**src/rtl/jtag_axi_arb_if.sv**
```systemverilog
// AXI4 single-beat master bus between jtag_axi_arb and the interconnect.
// Signal names keep the arbiter-side _o/_i direction suffixes.
interface jtag_axi_arb_if #(
  parameter int ADDR_WIDTH = 32,
  parameter int DATA_WIDTH = 32
);
  logic                    awvalid_o;
  logic                    awready_i;
  logic [ADDR_WIDTH-1:0]   awaddr_o;
  logic [7:0]              awid_o;
  logic [7:0]              awlen_o;
  logic [2:0]              awsize_o;
  logic [1:0]              awburst_o;
  logic                    wvalid_o;
  logic                    wready_i;
  logic [DATA_WIDTH-1:0]   wdata_o;
  logic [DATA_WIDTH/8-1:0] wstrb_o;
  logic                    wlast_o;
  logic                    bvalid_i;
  logic                    bready_o;
  logic [1:0]              bresp_i;
  logic                    arvalid_o;
  logic                    arready_i;
  logic [ADDR_WIDTH-1:0]   araddr_o;
  logic [7:0]              arid_o;
  logic [7:0]              arlen_o;
  logic [2:0]              arsize_o;
  logic [1:0]              arburst_o;
  logic                    rvalid_i;
  logic                    rready_o;
  logic [DATA_WIDTH-1:0]   rdata_i;
  logic [1:0]              rresp_i;

  modport master (
    output awvalid_o, awaddr_o, awid_o, awlen_o, awsize_o, awburst_o,
    output wvalid_o, wdata_o, wstrb_o, wlast_o, bready_o,
    output arvalid_o, araddr_o, arid_o, arlen_o, arsize_o, arburst_o, rready_o,
    input  awready_i, wready_i, bvalid_i, bresp_i, arready_i, rvalid_i, rdata_i, rresp_i
  );

  modport slave (
    input  awvalid_o, awaddr_o, awid_o, awlen_o, awsize_o, awburst_o,
    input  wvalid_o, wdata_o, wstrb_o, wlast_o, bready_o,
    input  arvalid_o, araddr_o, arid_o, arlen_o, arsize_o, arburst_o, rready_o,
    output awready_i, wready_i, bvalid_i, bresp_i, arready_i, rvalid_i, rdata_i, rresp_i
  );
endinterface

```
**src/rtl/jtag_axi_arb.sv**
```systemverilog
// Round-robin sequencer sharing one AXI4 master port (single outstanding beat) among NUM_REQ requesters.
// Optional response watchdog: define JTAG_AXI_ARB_TIMEOUT_EN.
module jtag_axi_arb #(
  parameter int NUM_REQ        = 2,
  parameter int ADDR_WIDTH     = 32,
  parameter int DATA_WIDTH     = 32,
  parameter int AXI_MASTER_ID  = 1,
  parameter int TIMEOUT_CYCLES = 1024
) (
  input  logic                              clk_axi,
  input  logic                              ares_axi,
  input  logic [NUM_REQ-1:0]                req_valid_i,
  output logic [NUM_REQ-1:0]                req_ready_o,
  input  logic [NUM_REQ-1:0]                req_write_i,
  input  logic [NUM_REQ*ADDR_WIDTH-1:0]     req_addr_i,
  input  logic [NUM_REQ*DATA_WIDTH-1:0]     req_wdata_i,
  input  logic [NUM_REQ*DATA_WIDTH/8-1:0]   req_wstrb_i,
  output logic [NUM_REQ-1:0]                resp_valid_o,
  input  logic [NUM_REQ-1:0]                resp_ready_i,
  output logic [DATA_WIDTH-1:0]             resp_rdata_o,
  output logic [1:0]                        resp_err_o,
  jtag_axi_arb_if.master                    axi
);
  localparam int          IW = $clog2(NUM_REQ);
  localparam int          SW = DATA_WIDTH / 8;
  localparam int unsigned NR = NUM_REQ;

  if (NUM_REQ < 2 || NUM_REQ > 8 || (DATA_WIDTH != 32 && DATA_WIDTH != 64) ||
      TIMEOUT_CYCLES < 1) begin : g_bad_param
    $error("jtag_axi_arb: unsupported parameter set");
  end

  typedef enum logic [2:0] {IDLE, ADDR_W, ADDR_R, RESP, RET} state_e;

  state_e                state_q, state_d;
  logic [IW-1:0]         rr_q, rr_d, gnt_q, gnt_d, pick;
  logic                  write_q, write_d;
  logic [ADDR_WIDTH-1:0] addr_q, addr_d;
  logic [DATA_WIDTH-1:0] wdata_q, wdata_d, rdata_q, rdata_d;
  logic [SW-1:0]         wstrb_q, wstrb_d;
  logic                  aw_done_q, aw_done_d, w_done_q, w_done_d;
  logic [1:0]            err_q, err_d;
  logic                  any_req, grant, arb_block, tmo_hit, late_rsp;
  logic                  awvalid, wvalid, arvalid, bready, rready;
  logic                  aw_hs, w_hs, ar_hs, b_hs, r_hs;

  // First valid requester strictly after the last winner, wrapping.
  always_comb begin
    pick    = rr_q;
    any_req = 1'b0;
    for (int unsigned i = 1; i <= NR; i++) begin
      if (!any_req && req_valid_i[(32'(rr_q) + i) % NR]) begin
        any_req = 1'b1;
        pick    = IW'((32'(rr_q) + i) % NR);
      end
    end
  end

`ifdef JTAG_AXI_ARB_TIMEOUT_EN
  localparam int CW = $clog2(TIMEOUT_CYCLES + 1);
  logic [CW-1:0] cnt_q, cnt_d;
  logic          late_q, late_d;

  assign arb_block = late_q;
  assign late_rsp  = late_q;
  assign tmo_hit   = (state_q == RESP) && (cnt_q == CW'(TIMEOUT_CYCLES - 1));

  // The late B/R of a timed-out beat is drained before anything else is issued.
  always_comb begin
    cnt_d  = '0;
    late_d = late_q;
    if (state_q == RESP && state_d == RESP) cnt_d = cnt_q + 1'b1;
    if (tmo_hit && state_d == RET) late_d = 1'b1;
    if (late_q && (b_hs || r_hs)) late_d = 1'b0;
  end

  always_ff @(posedge clk_axi or negedge ares_axi) begin
    if (!ares_axi) begin
      cnt_q  <= '0;
      late_q <= 1'b0;
    end else begin
      cnt_q  <= cnt_d;
      late_q <= late_d;
    end
  end
`else
  assign arb_block = 1'b0;
  assign late_rsp  = 1'b0;
  assign tmo_hit   = 1'b0;
`endif

  assign awvalid = (state_q == ADDR_W) && !aw_done_q;
  assign wvalid  = (state_q == ADDR_W) && !w_done_q;
  assign arvalid = (state_q == ADDR_R);
  assign bready  = write_q  && ((state_q == RESP) || late_rsp);
  assign rready  = !write_q && ((state_q == RESP) || late_rsp);
  assign aw_hs   = awvalid & axi.awready_i;
  assign w_hs    = wvalid  & axi.wready_i;
  assign ar_hs   = arvalid & axi.arready_i;
  assign b_hs    = bready  & axi.bvalid_i;
  assign r_hs    = rready  & axi.rvalid_i;

  always_comb begin
    state_d   = state_q;
    rr_d      = rr_q;
    gnt_d     = gnt_q;
    write_d   = write_q;
    addr_d    = addr_q;
    wdata_d   = wdata_q;
    wstrb_d   = wstrb_q;
    aw_done_d = aw_done_q;
    w_done_d  = w_done_q;
    rdata_d   = rdata_q;
    err_d     = err_q;
    grant     = 1'b0;
    unique case (state_q)
      IDLE: begin
        if (any_req && !arb_block) begin
          grant     = 1'b1;
          gnt_d     = pick;
          rr_d      = pick;
          write_d   = req_write_i[pick];
          addr_d    = req_addr_i[pick*ADDR_WIDTH +: ADDR_WIDTH];
          wdata_d   = req_wdata_i[pick*DATA_WIDTH +: DATA_WIDTH];
          wstrb_d   = req_wstrb_i[pick*SW +: SW];
          aw_done_d = 1'b0;
          w_done_d  = 1'b0;
          state_d   = req_write_i[pick] ? ADDR_W : ADDR_R;
        end
      end
      ADDR_W: begin
        if (aw_hs) aw_done_d = 1'b1;
        if (w_hs)  w_done_d  = 1'b1;
        if ((aw_done_q || aw_hs) && (w_done_q || w_hs)) state_d = RESP;
      end
      ADDR_R: begin
        if (ar_hs) state_d = RESP;
      end
      RESP: begin
        if (b_hs) begin
          err_d   = axi.bresp_i;
          rdata_d = '0;
          state_d = RET;
        end else if (r_hs) begin
          err_d   = axi.rresp_i;
          rdata_d = axi.rdata_i;
          state_d = RET;
        end else if (tmo_hit) begin
          err_d   = 2'b11;
          rdata_d = '0;
          state_d = RET;
        end
      end
      RET: begin
        if (resp_ready_i[gnt_q]) state_d = IDLE;
      end
      default: state_d = IDLE;
    endcase
  end

  always_ff @(posedge clk_axi or negedge ares_axi) begin
    if (!ares_axi) begin
      state_q   <= IDLE;
      rr_q      <= IW'(NUM_REQ - 1);
      gnt_q     <= '0;
      write_q   <= 1'b0;
      addr_q    <= '0;
      wdata_q   <= '0;
      wstrb_q   <= '0;
      aw_done_q <= 1'b0;
      w_done_q  <= 1'b0;
      rdata_q   <= '0;
      err_q     <= '0;
    end else begin
      state_q   <= state_d;
      rr_q      <= rr_d;
      gnt_q     <= gnt_d;
      write_q   <= write_d;
      addr_q    <= addr_d;
      wdata_q   <= wdata_d;
      wstrb_q   <= wstrb_d;
      aw_done_q <= aw_done_d;
      w_done_q  <= w_done_d;
      rdata_q   <= rdata_d;
      err_q     <= err_d;
    end
  end

  assign req_ready_o  = grant ? (NUM_REQ'(1) << pick) : '0;
  assign resp_valid_o = (state_q == RET) ? (NUM_REQ'(1) << gnt_q) : '0;
  assign resp_rdata_o = rdata_q;
  assign resp_err_o   = err_q;

  assign axi.awvalid_o = awvalid;
  assign axi.awaddr_o  = addr_q;
  assign axi.awid_o    = 8'(AXI_MASTER_ID);
  assign axi.awlen_o   = '0;
  assign axi.awsize_o  = 3'($clog2(SW));
  assign axi.awburst_o = 2'b01;
  assign axi.wvalid_o  = wvalid;
  assign axi.wdata_o   = wdata_q;
  assign axi.wstrb_o   = wstrb_q;
  assign axi.wlast_o   = wvalid;
  assign axi.bready_o  = bready;
  assign axi.arvalid_o = arvalid;
  assign axi.araddr_o  = addr_q;
  assign axi.arid_o    = 8'(AXI_MASTER_ID);
  assign axi.arlen_o   = '0;
  assign axi.arsize_o  = 3'($clog2(SW));
  assign axi.arburst_o = 2'b01;
  assign axi.rready_o  = rready;
endmodule
```
**src/flat_wrapper.sv**
```systemverilog
// flat-port wrapper written by rule: the top's interface ports become plain ports
module jtag_axi_arb_flat 
#(
  parameter int NUM_REQ        = 2,
  parameter int ADDR_WIDTH     = 32,
  parameter int DATA_WIDTH     = 32,
  parameter int AXI_MASTER_ID  = 1,
  parameter int TIMEOUT_CYCLES = 1024
)
  (clk_axi, ares_axi, req_valid_i, req_ready_o, req_write_i, req_addr_i, req_wdata_i, req_wstrb_i, resp_valid_o, resp_ready_i, resp_rdata_o, resp_err_o, axi_awvalid_o, axi_awaddr_o, axi_awid_o, axi_awlen_o, axi_awsize_o, axi_awburst_o, axi_wvalid_o, axi_wdata_o, axi_wstrb_o, axi_wlast_o, axi_bready_o, axi_arvalid_o, axi_araddr_o, axi_arid_o, axi_arlen_o, axi_arsize_o, axi_arburst_o, axi_rready_o, axi_awready_i, axi_wready_i, axi_bvalid_i, axi_bresp_i, axi_arready_i, axi_rvalid_i, axi_rdata_i, axi_rresp_i);
  jtag_axi_arb_if #(.ADDR_WIDTH(ADDR_WIDTH), .DATA_WIDTH(DATA_WIDTH)) axi_i ();
  input  logic clk_axi;
  input  logic ares_axi;
  input  logic [NUM_REQ-1:0] req_valid_i;
  output logic [NUM_REQ-1:0] req_ready_o;
  input  logic [NUM_REQ-1:0] req_write_i;
  input  logic [NUM_REQ*ADDR_WIDTH-1:0] req_addr_i;
  input  logic [NUM_REQ*DATA_WIDTH-1:0] req_wdata_i;
  input  logic [NUM_REQ*DATA_WIDTH/8-1:0] req_wstrb_i;
  output logic [NUM_REQ-1:0] resp_valid_o;
  input  logic [NUM_REQ-1:0] resp_ready_i;
  output logic [DATA_WIDTH-1:0] resp_rdata_o;
  output logic [1:0] resp_err_o;
  output wire logic [$bits(axi_i.awvalid_o)-1:0] axi_awvalid_o;
  output wire logic [$bits(axi_i.awaddr_o)-1:0] axi_awaddr_o;
  output wire logic [$bits(axi_i.awid_o)-1:0] axi_awid_o;
  output wire logic [$bits(axi_i.awlen_o)-1:0] axi_awlen_o;
  output wire logic [$bits(axi_i.awsize_o)-1:0] axi_awsize_o;
  output wire logic [$bits(axi_i.awburst_o)-1:0] axi_awburst_o;
  output wire logic [$bits(axi_i.wvalid_o)-1:0] axi_wvalid_o;
  output wire logic [$bits(axi_i.wdata_o)-1:0] axi_wdata_o;
  output wire logic [$bits(axi_i.wstrb_o)-1:0] axi_wstrb_o;
  output wire logic [$bits(axi_i.wlast_o)-1:0] axi_wlast_o;
  output wire logic [$bits(axi_i.bready_o)-1:0] axi_bready_o;
  output wire logic [$bits(axi_i.arvalid_o)-1:0] axi_arvalid_o;
  output wire logic [$bits(axi_i.araddr_o)-1:0] axi_araddr_o;
  output wire logic [$bits(axi_i.arid_o)-1:0] axi_arid_o;
  output wire logic [$bits(axi_i.arlen_o)-1:0] axi_arlen_o;
  output wire logic [$bits(axi_i.arsize_o)-1:0] axi_arsize_o;
  output wire logic [$bits(axi_i.arburst_o)-1:0] axi_arburst_o;
  output wire logic [$bits(axi_i.rready_o)-1:0] axi_rready_o;
  input wire logic [$bits(axi_i.awready_i)-1:0] axi_awready_i;
  input wire logic [$bits(axi_i.wready_i)-1:0] axi_wready_i;
  input wire logic [$bits(axi_i.bvalid_i)-1:0] axi_bvalid_i;
  input wire logic [$bits(axi_i.bresp_i)-1:0] axi_bresp_i;
  input wire logic [$bits(axi_i.arready_i)-1:0] axi_arready_i;
  input wire logic [$bits(axi_i.rvalid_i)-1:0] axi_rvalid_i;
  input wire logic [$bits(axi_i.rdata_i)-1:0] axi_rdata_i;
  input wire logic [$bits(axi_i.rresp_i)-1:0] axi_rresp_i;
  assign axi_awvalid_o = axi_i.awvalid_o;
  assign axi_awaddr_o = axi_i.awaddr_o;
  assign axi_awid_o = axi_i.awid_o;
  assign axi_awlen_o = axi_i.awlen_o;
  assign axi_awsize_o = axi_i.awsize_o;
  assign axi_awburst_o = axi_i.awburst_o;
  assign axi_wvalid_o = axi_i.wvalid_o;
  assign axi_wdata_o = axi_i.wdata_o;
  assign axi_wstrb_o = axi_i.wstrb_o;
  assign axi_wlast_o = axi_i.wlast_o;
  assign axi_bready_o = axi_i.bready_o;
  assign axi_arvalid_o = axi_i.arvalid_o;
  assign axi_araddr_o = axi_i.araddr_o;
  assign axi_arid_o = axi_i.arid_o;
  assign axi_arlen_o = axi_i.arlen_o;
  assign axi_arsize_o = axi_i.arsize_o;
  assign axi_arburst_o = axi_i.arburst_o;
  assign axi_rready_o = axi_i.rready_o;
  assign axi_i.awready_i = axi_awready_i;
  assign axi_i.wready_i = axi_wready_i;
  assign axi_i.bvalid_i = axi_bvalid_i;
  assign axi_i.bresp_i = axi_bresp_i;
  assign axi_i.arready_i = axi_arready_i;
  assign axi_i.rvalid_i = axi_rvalid_i;
  assign axi_i.rdata_i = axi_rdata_i;
  assign axi_i.rresp_i = axi_rresp_i;
  jtag_axi_arb #(.NUM_REQ(NUM_REQ), .ADDR_WIDTH(ADDR_WIDTH), .DATA_WIDTH(DATA_WIDTH), .AXI_MASTER_ID(AXI_MASTER_ID), .TIMEOUT_CYCLES(TIMEOUT_CYCLES)) u_core (.clk_axi(clk_axi), .ares_axi(ares_axi), .req_valid_i(req_valid_i), .req_ready_o(req_ready_o), .req_write_i(req_write_i), .req_addr_i(req_addr_i), .req_wdata_i(req_wdata_i), .req_wstrb_i(req_wstrb_i), .resp_valid_o(resp_valid_o), .resp_ready_i(resp_ready_i), .resp_rdata_o(resp_rdata_o), .resp_err_o(resp_err_o), .axi(axi_i));
endmodule
```
**config.mk**
```make
export PLATFORM = sky130hd
export DESIGN_NAME = jtag_axi_arb_flat
export DESIGN_NICKNAME = d
export VERILOG_FILES = /design/src/rtl/jtag_axi_arb_if.sv /design/src/rtl/jtag_axi_arb.sv /design/src/flat_wrapper.sv
export SDC_FILE = /design/constraint.sdc
export NUM_CORES = 1
export LEC_CHECK = 0
export ABC_AREA = 1
export BUFFER_PORTS_ARGS = -buffer_cell sky130_fd_sc_hd__buf_2
export CAP_MARGIN = 10
export CORE_AREA = 2 2 145 147
export CTS_BUF_LIST = sky130_fd_sc_hd__clkbuf_4 sky130_fd_sc_hd__clkbuf_8
export CTS_CLUSTER_SIZE = 24
export DETAILED_ROUTE_END_ITERATION = 7
export DIE_AREA = 0 0 147 149
export GPL_TIMING_DRIVEN = 0
export PLACE_DENSITY = 0.55
export SYNTH_ARGS = -nofsm -noshare
export SYNTH_HDL_FRONTEND = slang
export SYNTH_SLANG_ARGS = --single-unit
```
**constraint.sdc**
```tcl
create_clock -name clk_axi -period 3.5 [get_ports clk_axi]
set_clock_uncertainty 0.2 [all_clocks]
set_input_delay 0.525 -clock clk_axi [delete_from_list [all_inputs] [get_ports clk_axi]]
set_output_delay 0.525 -clock clk_axi [all_outputs]
set_load 0.01 [all_outputs]
```
==> results by group <==
Finish
  • Share of cells above drive strength 1: 0.4216
  • Finished Layout Cells: between 1000 and 1500
  • End-of-flow core utilization: 0.3789
  • Post-Layout Inst Area: between 7000 and 8000 um2
  • Area added between synthesis and finish: 44.02%
  • # nets final: ~1200
  • ANT cells: 0
  • Fill cell instance count of the final layout: ~2200

Clock network
  • Number of buffers created by CTS: 9
  • Worst skew pair latency: roughly 370 ps
  • Root buffer selected by CTS: sky130_fd_sc_hd__clkbuf_8
  • Post-CTS sizing: 0
  • Number of buffers on the longest clock path: 2
  • Number of sinks handled by clock tree synthesis: 110
  • Hold buffer count at CTS: 1
  • Number of levels the H-tree was split into: 3
  • Clock slew seen by the registers of the worst setup and hold paths: around 110 ps
  • Clock tree from TritonCTS: built
  • Buffers inserted by post-CTS timing repair: 0

Route
  • Number of vias in the routed layout: between 5000 and 6000
  • Routed len/inst: around 14 um
  • Initial drt markers: between 150 and 200
  • Final wirelength: between 15 and 20 mm
  • Post-detailed-route count of antenna-violating nets: 0
  • Pre-Repair DR Iteration Count: 4
  • Post-detailed-route via-to-cell ratio: between 4 and 5
  • DRC: 0

STA
  • Measured slew at the worst slew-check pin: 835.3 ps
  • Worst max-slew margin expressed relative to the limit: 0.4431
  • Total negative setup slack: 0 ps
  • Minimum clock period: around 2900 ps
  • Max Clock Freq: 0.3469 GHz
  • Smallest setup slack after layout: 617.7 ps
  • Fin Hold WS: between 100 and 150 ps
  • Final Max Tran Viols: 0
  • Part of the cycle the worst path needs: 0.8235
  • Unrepaired setup endpoints after global routing: no
  • Total of endpoints with negative setup slack in the final report: 0
  • Final Hold Vio Count: 0

Die
  • Area enclosed by the die boundary: about 22000 um2
  • Number of core rows: 53
  • Die height: 149 um
  • Core box area: ~21000 um2
  • Initial Utilization: 0.2631
  • I/O Pins: 371
  • DIE WIDTH: about 150 um

Worst hold path
  • Hold Path Class: in2reg

Yosys
  • Post-synthesis instance total: slightly below 700
  • Post-synth EDFFs: 0
  • Part of the Yosys area used for sequential elements: 0.5091
  • Most frequent cell after synthesis: sky130_fd_sc_hd__nand2_1
  • Cell types with the largest area share after synthesis: sky130_fd_sc_hd__dfrtp_1 50%, sky130_fd_sc_hd__nand2_1 21%, sky130_fd_sc_hd__buf_4 10%, sky130_fd_sc_hd__nand3_1 9.9%, sky130_fd_sc_hd__buf_2 1.6%
  • Library cells used by synthesis: 22
  • List of most frequent post-synthesis cells: 298 x sky130_fd_sc_hd__nand2_1, 109 x sky130_fd_sc_hd__dfrtp_1, 107 x sky130_fd_sc_hd__nand3_1, 75 x sky130_fd_sc_hd__buf_4, 20 x sky130_fd_sc_hd__inv_1
  • Synth Warn #: 0
  • Predominant post-synthesis flop cell: sky130_fd_sc_hd__dfrtp_1
  • Proportion of register bits with asynchronous set or reset after synthesis: 1.000
  • Fraction of synthesized cell area taken by the top area cell type: 0.5043
  • Avg Cell Area, Syn: between 7 and 8 um2
  • Biggest area consumer among synthesized cells: sky130_fd_sc_hd__dfrtp_1
  • Number of synthesized register bits: 110
  • Post-synthesis cell area: approximately 5400 um2

Power
  • Power density cells: slightly above 800 nW/um2
  • Cell leakage power: roughly 4.6 nW
  • Max IR drop VDD: around 0.00027 V
  • Total power consumption of the routed design: approximately 6.3 mW

Setup path
  • Number of buffer and inverter stages on the critical path: 3
  • CP Cell Sequence: nor2_4 -> nand2_1 -> nor2_4 -> inv_2 -> nor2_4 -> buf_2 -> buf_2
  • Arrival time of the worst setup path: 2160 ps
  • Slowest stage delay, CP: 470 ps
  • Data required time at the worst endpoint: about 2800 ps
  • Most frequent cell on the critical path: sky130_fd_sc_hd__nor2_4
  • Family with the most delay on the worst path: simple AND/OR/NAND/NOR gates
  • Type of destination of the critical path: primary output
  • Setup Crit Path Kind: reg2out
  • Standard cell with the maximum stage delay on the critical path: sky130_fd_sc_hd__dfrtp_1
  • Critical path launch point type: register
  • Peak fanout along the critical path: 10

Placement
  • Post-place setup slack: between 900 and 1000 ps
  • Number of input and output port buffers inserted: 327
  • Cells after DPL: about 1300
  • Final weighted congestion in routability-driven placement: 0.7685
  • Placed cell area: around 7600 um2
  • Post-DP HPWL: 14.63 mm

Global route
  • Global-route wire length before repair: approximately 28 mm
  • Number of antenna violations at the first check in global routing: 0
  • Total global-route track usage: 0.1650
  • Global-route congestion overflow total: 0
  • Largest net degree at the start of global routing: 63
  • Number of global-route vias before repair: between 5000 and 6000

Outcome
  • Outcome: completed

Run
  • Count of max-cap constraint violations: 0
[cell type report]
cell class / count / area (um2) / share of cell area
flip-flops and latches: 110 / 2754 / 0.3535
clock inverters: 6 / 68.82 / 0.008834
well taps: 275 / 344.1 / 0.04417
inverters: 24 / 90.09 / 0.01156
multi-input cells: 480 / 1999 / 0.2567
plain buffers: 106 / 715.7 / 0.09187
clock buffers: 10 / 137.6 / 0.01767
repair buffers: 329 / 1680 / 0.2157
[report_power, final]
group          total [mW]  internal [mW]  leakage, nW  switching, mW
clock               0.820          0.355        0.103          0.465
combinational        3.20           1.37         3.14           1.83
sequential           2.27           1.86         1.37          0.405
total                6.29           3.58         4.61           2.70
[flip-flops by register name, summed over array words and instances, names as in the netlist]
register and count:
u_core.gnt_q 1, u_core.resp_rdata_o 32, u_core.axi.wdata_o 32, u_core.resp_err_o 2, u_core.w_done_q 1, u_core.axi.wstrb_o 4
u_core.axi.araddr_o 32, u_core.write_q 1, u_core.aw_done_q 1, u_core.rr_q 1, u_core.state_q 3
[worst register-to-register path, cell delays in order, from the launching register on]
cell and delay, ps:
sky130_fd_sc_hd__dfrtp_1 470, sky130_fd_sc_hd__nor2_4 180, sky130_fd_sc_hd__nand2_1 120, sky130_fd_sc_hd__nor2_4 150
sky130_fd_sc_hd__inv_2 140, sky130_fd_sc_hd__nor2_4 260, sky130_fd_sc_hd__buf_2 330, sky130_fd_sc_hd__nand2_1 160
sky130_fd_sc_hd__nand3_1 110
[cells by family after synthesis]
group,after synthesis,share of synthesized area
compound gates,11,0.01110
buf+inv,130,0.1490
flops,110,0.5091
other cells,2,0.001388
simple gates,427,0.3294
[layer usage]
metal / wire length, um / GRT usage / share of wire / up-vias
met1: 8117 / 0.2107 / 0.43 / 2488
met5: 0 / 0 / 0 / -
met4: 171 / 0.03894 / 0.0091 / 0
li1: - / - / - / 2774
met3: 1335 / 0.03364 / 0.071 / 10
met2: 9089 / 0.2890 / 0.49 / 246
[worst paths after layout]
check	from	endpoint	slack, ps	cells after the start
max in group asynchronous	ares_axi	u_core.axi.wdata_o[26]$_DFFE_PN0P_	1960	3
hold reg to reg	u_core.resp_rdata_o[23]$_DFFE_PN0P_	u_core.resp_rdata_o[23]$_DFFE_PN0P_	270	2
min in group asynchronous	ares_axi	u_core.resp_err_o[0]$_DFFE_PN0P_	430	2
setup reg to reg	u_core.state_q[1]$_DFFE_PN0P_	u_core.axi.araddr_o[12]$_DFFE_PN0P_	1330	8
hold / removal	req_addr_i[39]	u_core.axi.araddr_o[7]$_DFFE_PN0P_	140	3
setup / recovery	u_core.state_q[1]$_DFFE_PN0P_	req_ready_o[1]	620	7
[layout by cell type, fill, tap and decap left out, drive strengths merged]
master / Yosys / layout
conb: 2 / 42
buf: 94 / 422
nand3b: 1 / 1
clkinv: 0 / 3
nor2: 16 / 16
dlygate4sd3: 0 / 1
nand2: 299 / 299
dfrtp: 109 / 109
inv: 24 / 25
bufinv: 0 / 1
clkbuf: 12 / 22
o22ai: 2 / 2
nand3: 108 / 108
a21oi: 4 / 4
a21boi: 1 / 1
nand4: 3 / 3
dfstp: 1 / 1
o21ai: 4 / 4
clkinvlp: 0 / 1
Note: power is estimated with default switching activity, not from simulation.
